**src/rtl/err_tlm_pkg.sv**
```systemverilog
// Shared definitions for the telemetry sequencer.
//   state_e    : frame sequencer states
//   SYNC*_DEF  : default frame sync bytes
//   frame_len  : total bytes in a frame for a given counter count
package err_tlm_pkg;

  typedef enum logic [2:0] {
    IDLE   = 3'd0,
    S_HDR0 = 3'd1,
    S_HDR1 = 3'd2,
    S_LEN  = 3'd3,
    S_DATA = 3'd4,
    S_SUM  = 3'd5
  } state_e;

  localparam logic [7:0] SYNC0_DEF = 8'hEB;
  localparam logic [7:0] SYNC1_DEF = 8'h90;

  // Two sync bytes, LEN, N data bytes, SUM.
  function automatic int unsigned frame_len(input int unsigned n_cnt);
    return n_cnt + 32'd4;
  endfunction

endpackage

```
**src/rtl/err_tlm_seq.sv**
```systemverilog
// Telemetry sequencer for the error-record counter bank.
// Snapshots all counters on a report request (optionally clearing them with a
// one-cycle pulse) and streams HDR0, HDR1, LEN, data[0..N_CNT-1], SUM over a
// valid/ready byte interface. One further request may be queued while busy.
//   clk, rst          : clock, synchronous active-high reset
//   cnt_in            : live counters, counter k at [8k+7:8k]
//   req, clr_en       : report request, clear-after-capture enable
//   cnt_clr           : one-cycle clear pulse to the counter bank
//   tx_data, tx_valid : registered frame byte and valid
//   tx_ready          : downstream accept
//   busy, req_drop    : frame in progress, discarded-request pulse
module err_tlm_seq
  import err_tlm_pkg::*;
#(
  parameter int unsigned N_CNT = 11,
  parameter logic [7:0]  HDR0  = SYNC0_DEF,
  parameter logic [7:0]  HDR1  = SYNC1_DEF
) (
  input  logic               clk,
  input  logic               rst,
  input  logic [8*N_CNT-1:0] cnt_in,
  input  logic               req,
  input  logic               clr_en,
  output logic               cnt_clr,
  output logic [7:0]         tx_data,
  output logic               tx_valid,
  input  logic               tx_ready,
  output logic               busy,
  output logic               req_drop
);

  localparam int unsigned    IW       = (N_CNT > 1) ? $clog2(N_CNT) : 1;
  localparam logic [IW-1:0]  LAST_IDX = IW'(N_CNT - 1);
  localparam logic [7:0]     LEN_B    = 8'(N_CNT);

  state_e               state_q, state_d;
  logic [8*N_CNT-1:0]   snap_q, snap_d;
  logic [IW-1:0]        idx_q, idx_d;
  logic [7:0]           sum_q, sum_d;
  logic [7:0]           txd_q, txd_d;
  logic                 txv_q, txv_d;
  logic                 pend_q, pend_d;
  logic                 clr_q, clr_d;
  logic                 drop_q, drop_d;
  logic                 hs;
  logic                 snap_evt;

  // N_CNT:1 byte mux over the snapshot.
  function automatic logic [7:0] pick(input logic [8*N_CNT-1:0] v,
                                      input logic [31:0] i);
    logic [7:0] r;
    r = '0;
    for (int unsigned k = 0; k < N_CNT; k++) begin
      if (k == i) r = v[8*k +: 8];
    end
    return r;
  endfunction

  always_comb begin
    state_d  = state_q;
    snap_d   = snap_q;
    idx_d    = idx_q;
    sum_d    = sum_q;
    txd_d    = txd_q;
    pend_d   = pend_q;
    clr_d    = 1'b0;
    drop_d   = 1'b0;

    hs       = txv_q && tx_ready;
    snap_evt = (state_q == IDLE && req) || (state_q == S_SUM && hs && pend_q);

    // A request arriving in the same cycle that consumes pending re-queues
    // instead of dropping.
    if (snap_evt) begin
      pend_d = (state_q != IDLE) && req;
    end else if (state_q != IDLE && req) begin
      if (!pend_q) pend_d = 1'b1;
      else         drop_d = 1'b1;
    end

    unique case (state_q)
      S_HDR0: if (hs) begin
        state_d = S_HDR1;
        txd_d   = HDR1;
      end
      S_HDR1: if (hs) begin
        state_d = S_LEN;
        txd_d   = LEN_B;
      end
      S_LEN: if (hs) begin
        state_d = S_DATA;
        idx_d   = '0;
        sum_d   = LEN_B;
        txd_d   = pick(snap_q, 32'd0);
      end
      // txd_q holds the data byte being accepted, so it is folded into the
      // sum on the same handshake; the final byte's sum is the SUM byte.
      S_DATA: if (hs) begin
        sum_d = sum_q + txd_q;
        if (idx_q == LAST_IDX) begin
          state_d = S_SUM;
          txd_d   = sum_q + txd_q;
        end else begin
          idx_d = idx_q + 1'b1;
          txd_d = pick(snap_q, 32'(idx_q) + 32'd1);
        end
      end
      S_SUM: if (hs) begin
        state_d = IDLE;
        txd_d   = '0;
      end
      default: ;
    endcase

    if (snap_evt) begin
      snap_d  = cnt_in;
      state_d = S_HDR0;
      txd_d   = HDR0;
      idx_d   = '0;
      sum_d   = '0;
      clr_d   = clr_en;
    end

    txv_d = (state_d != IDLE);
  end

  always_ff @(posedge clk) begin
    if (rst) begin
      state_q <= IDLE;
      snap_q  <= '0;
      idx_q   <= '0;
      sum_q   <= '0;
      txd_q   <= '0;
      txv_q   <= 1'b0;
      pend_q  <= 1'b0;
      clr_q   <= 1'b0;
      drop_q  <= 1'b0;
    end else begin
      state_q <= state_d;
      snap_q  <= snap_d;
      idx_q   <= idx_d;
      sum_q   <= sum_d;
      txd_q   <= txd_d;
      txv_q   <= txv_d;
      pend_q  <= pend_d;
      clr_q   <= clr_d;
      drop_q  <= drop_d;
    end
  end

  assign tx_data  = txd_q;
  assign tx_valid = txv_q;
  assign busy     = (state_q != IDLE);
  assign cnt_clr  = clr_q;
  assign req_drop = drop_q;

endmodule

```
**config.mk**
```make
export PLATFORM = sky130hd
export DESIGN_NAME = err_tlm_seq
export DESIGN_NICKNAME = d
export VERILOG_FILES = /design/src/rtl/err_tlm_pkg.sv /design/src/rtl/err_tlm_seq.sv
export SDC_FILE = /design/constraint.sdc
export NUM_CORES = 1
export LEC_CHECK = 0
export CORE_ASPECT_RATIO = 0.6
export CORE_MARGIN = 5
export CORE_UTILIZATION = 53
export DETAILED_ROUTE_END_ITERATION = 7
export GPL_TIMING_DRIVEN = 0
export PLACE_DENSITY_LB_ADDON = 0.25
export RECOVER_POWER = 25
export SYNTH_ARGS = -nofsm -noshare
export SYNTH_HDL_FRONTEND = slang
export SYNTH_SLANG_ARGS = --single-unit
export TNS_END_PERCENT = 20
```
**constraint.sdc**
```tcl
create_clock -name clk -period 2.55 [get_ports clk]
set_input_delay 0.255 -clock clk [delete_from_list [all_inputs] [get_ports clk]]
set_output_delay 0.255 -clock clk [all_outputs]
set_load 0.1 [all_outputs]
```
# Yosys cells after proc, flatten, opt, wreduce, memory -nomap -nowiden
# Cells that the tools add are included.
# W data, S select, Z words.
word_totals:
  register_bits: 115
  input_bits: 93
  output_inout_bits: 12
  elab_cells: 99
op_classes:
  addsub: 3
  eq_ne: 27
  mux: 36
  bitwise: 2
  n_reduce_logical: 21
ops:
  columns: ["operator", "count"]
  rows:
  - ["$mux W8", 19]
  - ["$pmux W8 S5", 1]
  - ["$logic_not A32 Y1", 1]
  - ["$mux W3", 7]
  - ["$eq A3 B5 Y1 const A", 4]
  - ["$pmux W8 S2", 1]
  - ["$eq A4 B5 Y1 const A", 3]
  - ["$ne A3 B3 Y1 const B", 5]
  - ["$pmux W3 S5", 1]
  - ["$mux W4", 3]
  - ["$ne A2 B2 Y1 const B", 6]
  - ["$reduce_and A6 Y1", 2]
  - ["$eq A2 B5 Y1 const A", 2]
  - ["$add A8 B8 Y8", 1]
  - ["$pmux W4 S2", 1]
  - ["$eq A3 B2 Y1 const B", 2]
  - ["$eq A3 B3 Y1 const B", 2]
  - ["$reduce_bool A3 Y1", 2]
  - ["$reduce_bool A6 Y1", 1]
  - ["$add A4 B1 Y5 const B", 1]
  - ["$eq A1 B5 Y1 const A", 1]
  - ["$logic_and A1 B1 Y1", 5]
  - ["$reduce_bool A5 Y1", 1]
  - ["$add A4 B1 Y4 const B", 1]
  - ["other kinds (11)", 16]

# Logic depth before layout (Yosys ltp)
# Gate-level depths: netlist of the first run.
depth:
  ltp_word: 17
  ltp_mapped: 11
  depth_no_buf: 9

# Worst setup path before layout of the first run
# No wires, ideal clock.
synth_timing:
  path_type: "register to register"
  start: "reg txd_q[1] (netlist: tx_data[1])"
  end: "reg txd_q[7] (netlist: tx_data[7])"
  setup_time_ps: 139
  arrival_time_ps: 2514
  required_time_ps: 2411
  slack_ps: -103
  path_stages_with_launch: 9
  n_path_buf: 0
  synth_period_minus_slack_ps: 2653
  path_cell_list: "dfxtp_1 ha_1 a21oi_1 o211ai_1 o41ai_1 xnor2_1 xor2_1 nor4_1 a211oi_1"
synth_via:
  elab_chain_cells: 5
synth_rtl:
  columns: ["item", "line_no", "rtl"]
  rows:
  - ["from (decl)", "err_tlm_seq.sv:40", "logic [7:0] txd_q, txd_d;"]
  - ["from (signal assigned)", "err_tlm_seq.sv:143", "txd_q <= txd_d;"]
  - ["$add A8 B8 Y8", "err_tlm_seq.sv:102", "txd_d = sum_q + txd_q;"]
  - ["$mux W8", "err_tlm_seq.sv:100", "if (idx_q == LAST_IDX) begin"]
  - ["$mux W8", "err_tlm_seq.sv:98", "S_DATA: if (hs) begin"]
  - ["$pmux W8 S5", "err_tlm_seq.sv:81", "unique case (state_q)"]
  - ["$mux W8", "err_tlm_seq.sv:115", "if (snap_evt) begin"]
# No other way between the ends. The select of a mux whose other input is x is not followed.
# A chain may end at the register's enable or synchronous reset.

# Final worst setup path of the first run
layout_timing:
  start: "reg idx_q[1]"
  end: "reg txd_q[6] (netlist: tx_data[6])"
layout_via:
  elab_chain_cells: 17
  word_cells_on_any_way: 28
  cone_classes: "add/sub (1); eq/ne (11); mux (15); reduce/logical (1)"
layout_rtl:
  columns: ["item", "line_no", "rtl"]
  rows:
  - ["from (decl)", "err_tlm_seq.sv:38", "logic [IW-1:0] idx_q, idx_d;"]
  - ["from (signal assigned)", "err_tlm_seq.sv:141", "idx_q <= idx_d;"]
  - ["$add A4 B1 Y5", "err_tlm_seq.sv:105", "txd_d = pick(snap_q, 32'(idx_q) + 32'd1);"]
  - ["$logic_not A32 Y1", "err_tlm_seq.sv:54", "if (k == i) r = v[8*k +: 8];"]
  - ["$mux W8 (11 in series)", "err_tlm_seq.sv:54", null]
  - ["$mux W8 (*)", "err_tlm_seq.sv:100", null]
  - ["$mux W8 (*)", "err_tlm_seq.sv:98", null]
  - ["$pmux W8 S5 (*)", "err_tlm_seq.sv:81", null]
  - ["$mux W8 (*)", "err_tlm_seq.sv:115", null]
# Every way passes the cells marked *; elsewhere a longest branch is shown, timed or not. The select of a mux whose other input is x is not followed.

==> results of run 1 <==
## sequential cells by signal, summed over array words and instances (netlist names)
signal / cells
state_q: 3
cnt_clr: 1
snap_q: 88
pend_q: 1
tx_valid: 1
sum_q: 8
tx_data: 8
req_drop: 1
idx_q: 4
## cells by family (layout without fill, tap and decap cells)
group / Yosys count / in the layout / share of synthesized area, %
mux: 5 / 5 / 0.857
fa+ha+maj: 14 / 14 / 3.13
simple gates: 330 / 330 / 23.7
buf+inv: 72 / 207 / 5.44
xor+xnor: 9 / 9 / 1.48
compound gates: 258 / 258 / 26.0
flops: 115 / 115 / 39.4
## path summary, 6_finish.rpt
| path | depth (start not counted) | start | endpoint | slack [ns] |
|---|---|---|---|---|
| setup / recovery | 10 | idx_q[1] | tx_data[6] | -0.002 |
| hold / removal | 3 | cnt_in[77] | snap_q[77] | 0.38 |
| setup reg to reg | 10 | idx_q[1] | tx_data[6] | -0.002 |
| hold reg to reg | 2 | snap_q[47] | snap_q[47] | 0.45 |
## cells in the final DEF, fill, tap and decap left out, types with 5 or more instances in the layout
master	instances
dlygate4sd3_1	6
mux2i_1	5
and2_1	5
o211ai_1	6
nor2_1	41
a22oi_1	10
a221oi_1	6
clkdlybuf4s50_1	97
a211oi_1	6
nor3_1	6
clkbuf_16	17
a21o_1	5
inv_1	11
nand2b_1	8
nand2_1	234
clkbuf_1	26
o21ai_0	45
dfxtp_1	109
nand3_1	9
ha_1	13
nor2b_1	11
a21oi_1	133
buf_2	26
a31oi_1	11
## where the power goes
group	switching (uW)	total [uW]	internal, uW	leakage [uW]
clock	896	2550	1660	0.000304
sequential	85.8	1990	1910	0.000946
combinational	433	718	285	0.00165
total	1410	5260	3850	0.00290
## worst min-delay path: stages
cell and delay, ns:
clkdlybuf4s50_1 0.39, nand2_1 0.06, a21oi_1 0.05
## layout make-up
type                            count  area (um2)  share of cell area (%)
Clock buffer                       19         443                    5.71
Multi-Input combinational cell    616        3280                    42.3
Inverter                           11        41.3                   0.532
Tap cell                          139         174                    2.24
Timing Repair Buffer              104        1040                    13.4
Clock inverter                     13         181                    2.34
Sequential cell                   115        2310                    29.8
Buffer                             60         282                    3.63
## metal layers
| metal | vias up | wire length, um | track usage (%) | part of all wire, % |
|---|---|---|---|---|
| met5 | - | 0 | 0 | 0 |
| met4 | 0 | 477 | 9.16 | 2.2 |
| met3 | 52 | 2690 | 10.5 | 13 |
| met2 | 421 | 8620 | 44.4 | 41 |
| met1 | 3024 | 9470 | 45.3 | 45 |
| li1 | 3014 | - | - | - |
## metrics by stage
| step | total power [uW] | setup TNS (ns) | area, um2 |
|---|---|---|---|
| global route | 5410 | -0.385 | 7760 |
| floorplan | 2400 | 0 | 5850 |
| detailed placement | 2720 | -1.31 | 7060 |
| global placement | 2700 | -0.872 | 7060 |
| finish | 5260 | -0.00173 | 7760 |
| CTS | 5240 | 0 | 7750 |
## timing repair
action | CTS | global route
hold buffers | 0 | 0
pin swaps | 5 | 2
gates resized for setup | 19 | 7
cloned | 0 | 0
setup endpoints to repair | 7 | 7
==> flow_summary.ini, run 1 <==
[setup_path]
path_cells = inv_1 > ha_1 > buf_2 > or2_1 > a21oi_1 > o21ai_0 > a32oi_2 > o221ai_2 > a31oi_4 > o221ai_1
cp.required_ns = 2.82
path_max_fanout = 8
arrival_ns = 2.82
crit_family = compound AO/OA/AOI/OAI gates
cp-start-kind = flop
crit_path_end_kind = flop
path_buf_inv = 2
slowest_stage = dfxtp_4
critPathMaxStageDelay_ns = 0.40
crit_type = flop to flop

[logic_synthesis]
synthArstFlopShare_pct = 0
synth_largest_area_cell = dfxtp_1
synth_edf_count = 0
synthTopCellsByCount = nand2_1, a21oi_1, dfxtp_1, o21ai_0, nor2_1
yosys_most_used_dff = dfxtp_1
synth_area_mm2 = 0.00584
synth_cell_types = 56
ys_ff_latch = 115
synth_area_leaders = dfxtp_1, nand2_1, a21oi_1
yosysSeqAreaShare_pct = 39.4
yosysWarnings = 0
synth_top_area_share_pct = 39.4
postSynthCellCount = 803
syn_avg_cell_area_um2 = 7.27
synth.most_common_cell = nand2_1
synthesis.nets = 910

[detailed_routing]
num_vias = 6511
first_pass_iters = 5
wl_per_cell_um = 19.7
wirelength_mm = 21.3
drtAntennaViolNets = 0
route.detailed.drc = 0
drt_iter0_drc = 753
viasPerCell = 6.05

[cts]
clockBufferDepth = 2
clk_pin_slew_ns = 0.05
htreeDepth = 4
cts_tree = done
cts_setup_buffers = 0
root_buffer = clkbuf_16
cts.sinks = 115
clk_latency_ns = 0.43
cts_buffers = 17

[grt]
overflow = 0
grt.total_usage_pct = 31.4
antenna_found_initial = 0
grt_max_degree = 17
grt_pass1_vias = 6195
grt_first_pass_wirelength_mm = 33.0

[timing]
finalWorstPathRequiredPeriod_ns = 2.55
finalClockSkew_ns = 0.00607
slew_headroom_pct = 33.1
fmax_mhz = 392
whs_ns = 0.379
setup_violations = 1
worst_pin_slew_ns = 1.00
rsz0062_at_grt = yes
drv_slew = 0
worst_slack_ns = -0.00173
hold_viol_final = 0
fin_crit_sh_pct = 100

[floorplan]
start_util_pct = 54.8
die_x_um = 146
die_area_mm2 = 0.0133
coreArea_mm2 = 0.0107
die_y_um = 91.3
io_pins = 105
rows = 29

[place]
numPortBuffers = 104
place_ws_ns = -0.598
gp_congestion = 0.956
placed_cells = 1046
hpwl_mm = 15.7

[layout]
antennaDiodeCount = 0
area_growth_pct = 32.8
drive_gt1_share_pct = 9.17
post-route-util_pct = 72.7
stdcell_count = 1077
nNetsFinal = 1032
nFillCells = 847

[power]
leakagePower_uw = 0.00290
power_density_mw_per_mm2 = 679
peakVddDrop_v = 0.000559

[run_status]
status = complete, but fails checks
violations = setup timing

[hold_path]
hold_path_class = input port to flop

[run]
maxCapViolations = 0
Note: power is estimated with default switching activity, not from simulation.
==> run 2: changes to the inputs <==
Settings changed: CTS_CLUSTER_DIAMETER from default to 50, SETUP_SLACK_MARGIN from default to 0.02, SLEW_MARGIN from default to 15.
==> run 2 against run 1 <==
- the flow still finishes with violations (setup timing)
- clock power hardly changed
- fmax is 1.1% lower
- core utilization is 0.12 points higher
- register-to-register slack worse by 0.03 ns
- combinational power hardly changed
- die area stayed put
- routed wire length hardly changed
==> flow_summary.ini, run 2 (synthesis gave the netlist of run 1 again) <==
[timing]
worst_slack_ns = -0.0308
drv_slew = 0
hold_viol_final = 0
finalClockSkew_ns = 0.00981
setup_violations = 1
fin_crit_sh_pct = 101
worst_pin_slew_ns = 1.00
finalWorstPathRequiredPeriod_ns = 2.58
slew_headroom_pct = 32.9
fmax_mhz = 387
rsz0062_at_grt = yes
fin_setup_tns_ns = -0.0308

[run]
maxCapViolations = 0

[layout]
final_common_cell = nand2_1
largest-register = snap_q
mostFrequentLayoutCells = nand2_1, a21oi_1, dfxtp_1
final_area_mm2 = 0.00777
largest_register_ff_count = 88
area_growth_pct = 33.0
nFillCells = 843
nNetsFinal = 1033
drive_gt1_share_pct = 9.37
post-route-util_pct = 72.8
antennaDiodeCount = 0

[cts]
clk_latency_ns = 0.43
cts.sinks = 115
htreeDepth = 4
cts_buffers = 17
clockBufferDepth = 2
cts_hold_buf = 0
clk_pin_slew_ns = 0.06
cts_tree = done
root_buffer = clkbuf_16

[setup_path]
path_max_fanout = 8
slowest_stage = dfxtp_4
path_cells = inv_1 > ha_1 > buf_2 > or2_1 > clkbuf_2 > a21oi_1 > o21ai_0 > a32oi_2 > o221ai_2 > a31oi_4 > o221ai_1
crit_path_end_kind = flop
cp.required_ns = 2.83
crit_family = compound AO/OA/AOI/OAI gates
critPathMaxStageDelay_ns = 0.40
path_buf_inv = 3
cp-start-kind = flop
arrival_ns = 2.86
crit_type = flop to flop

[detailed_routing]
route.detailed.drc = 0
num_vias = 6491
drt_iter0_drc = 785
viasPerCell = 6.02
first_pass_iters = 5
wirelength_mm = 21.3
drtAntennaViolNets = 0
wl_per_cell_um = 19.7

[grt]
grt_max_degree = 17
grt_pass1_vias = 6195
grt_first_pass_wirelength_mm = 33.0
overflow = 0
antenna_found_initial = 0
grt.total_usage_pct = 31.4

[power]
leakagePower_uw = 0.00292
fin_total_pwr_uw = 5270
power_density_mw_per_mm2 = 678
peakVddDrop_v = 0.000554

[floorplan]
start_util_pct = 54.8
die_x_um = 146
rows = 29
coreArea_mm2 = 0.0107
die_area_mm2 = 0.0133
die_y_um = 91.3
io_pins = 105

[place]
place_ws_ns = -0.598
gp_congestion = 0.956
numPortBuffers = 104
placed_area_mm2 = 0.00706
hpwl_mm = 15.7

[run_status]
violations = setup timing
status = complete, but fails checks

[hold_path]
hold_path_class = input port to flop
run 2: cell types whose count changed in the layout (fill, tap and decap cells not counted):
cell      previous run  this run
o21ai_1              2         3
buf_4                1         0
o41ai_1              1         0
clkbuf_2             4         5
o21ai_0             45        44
o41ai_2              0         1
clkbuf_4             0         1
run 2: stage by stage:
stage | hold slack, ns | instances
finish | 0.376 | 1078
global route | 0.377 | 1078
CTS | 0.373 | 1078
detailed placement | 0.442 | 1046
global placement | 0.438 | 1046
floorplan | 0.394 | 803
run 2: worst paths after layout:
check | start | endpoint | slack, ns | depth (start not counted)
worst max-delay path | idx_q[1] | tx_data[5] | -0.03 | 11
worst min-delay path | cnt_in[77] | snap_q[77] | 0.38 | 3
worst max register to register | idx_q[1] | tx_data[5] | -0.03 | 11
worst min register to register | snap_q[47] | snap_q[47] | 0.45 | 2
run 2: tightest hold or removal path: stages:
cell and delay, ns:
clkdlybuf4s50_1 0.39, nand2_1 0.06, a21oi_1 0.05
run 2: layout make-up:
| cell class | count | area [um2] | area share (%) |
|---|---|---|---|
| plain buffers | 61 | 287 | 3.69 |
| clock buffers | 19 | 443 | 5.70 |
| clock inverters | 13 | 181 | 2.33 |
| inverters | 11 | 41.3 | 0.531 |
| multi-input cells | 616 | 3290 | 42.3 |
| flip-flops and latches | 115 | 2310 | 29.8 |
| well taps | 139 | 174 | 2.24 |
| repair buffers | 104 | 1040 | 13.4 |
run 2: timing repair:
action                                  4_1_cts  5_1_grt
pin swaps                                     5        3
resized for setup                            20        8
endpoints found under the setup margin        8        7
setup buffers                                 0        0
run 2: report_power, final:
group	internal [uW]	switching, uW
clock network	1660	899
logic	285	433
registers	1910	85.4
run 2: routing by layer:
metal	GRT usage, %	routed length [um]
met1	45.3	9580
met2	44.4	8670
met3	10.5	2600
met4	9.16	426
met5	0	0
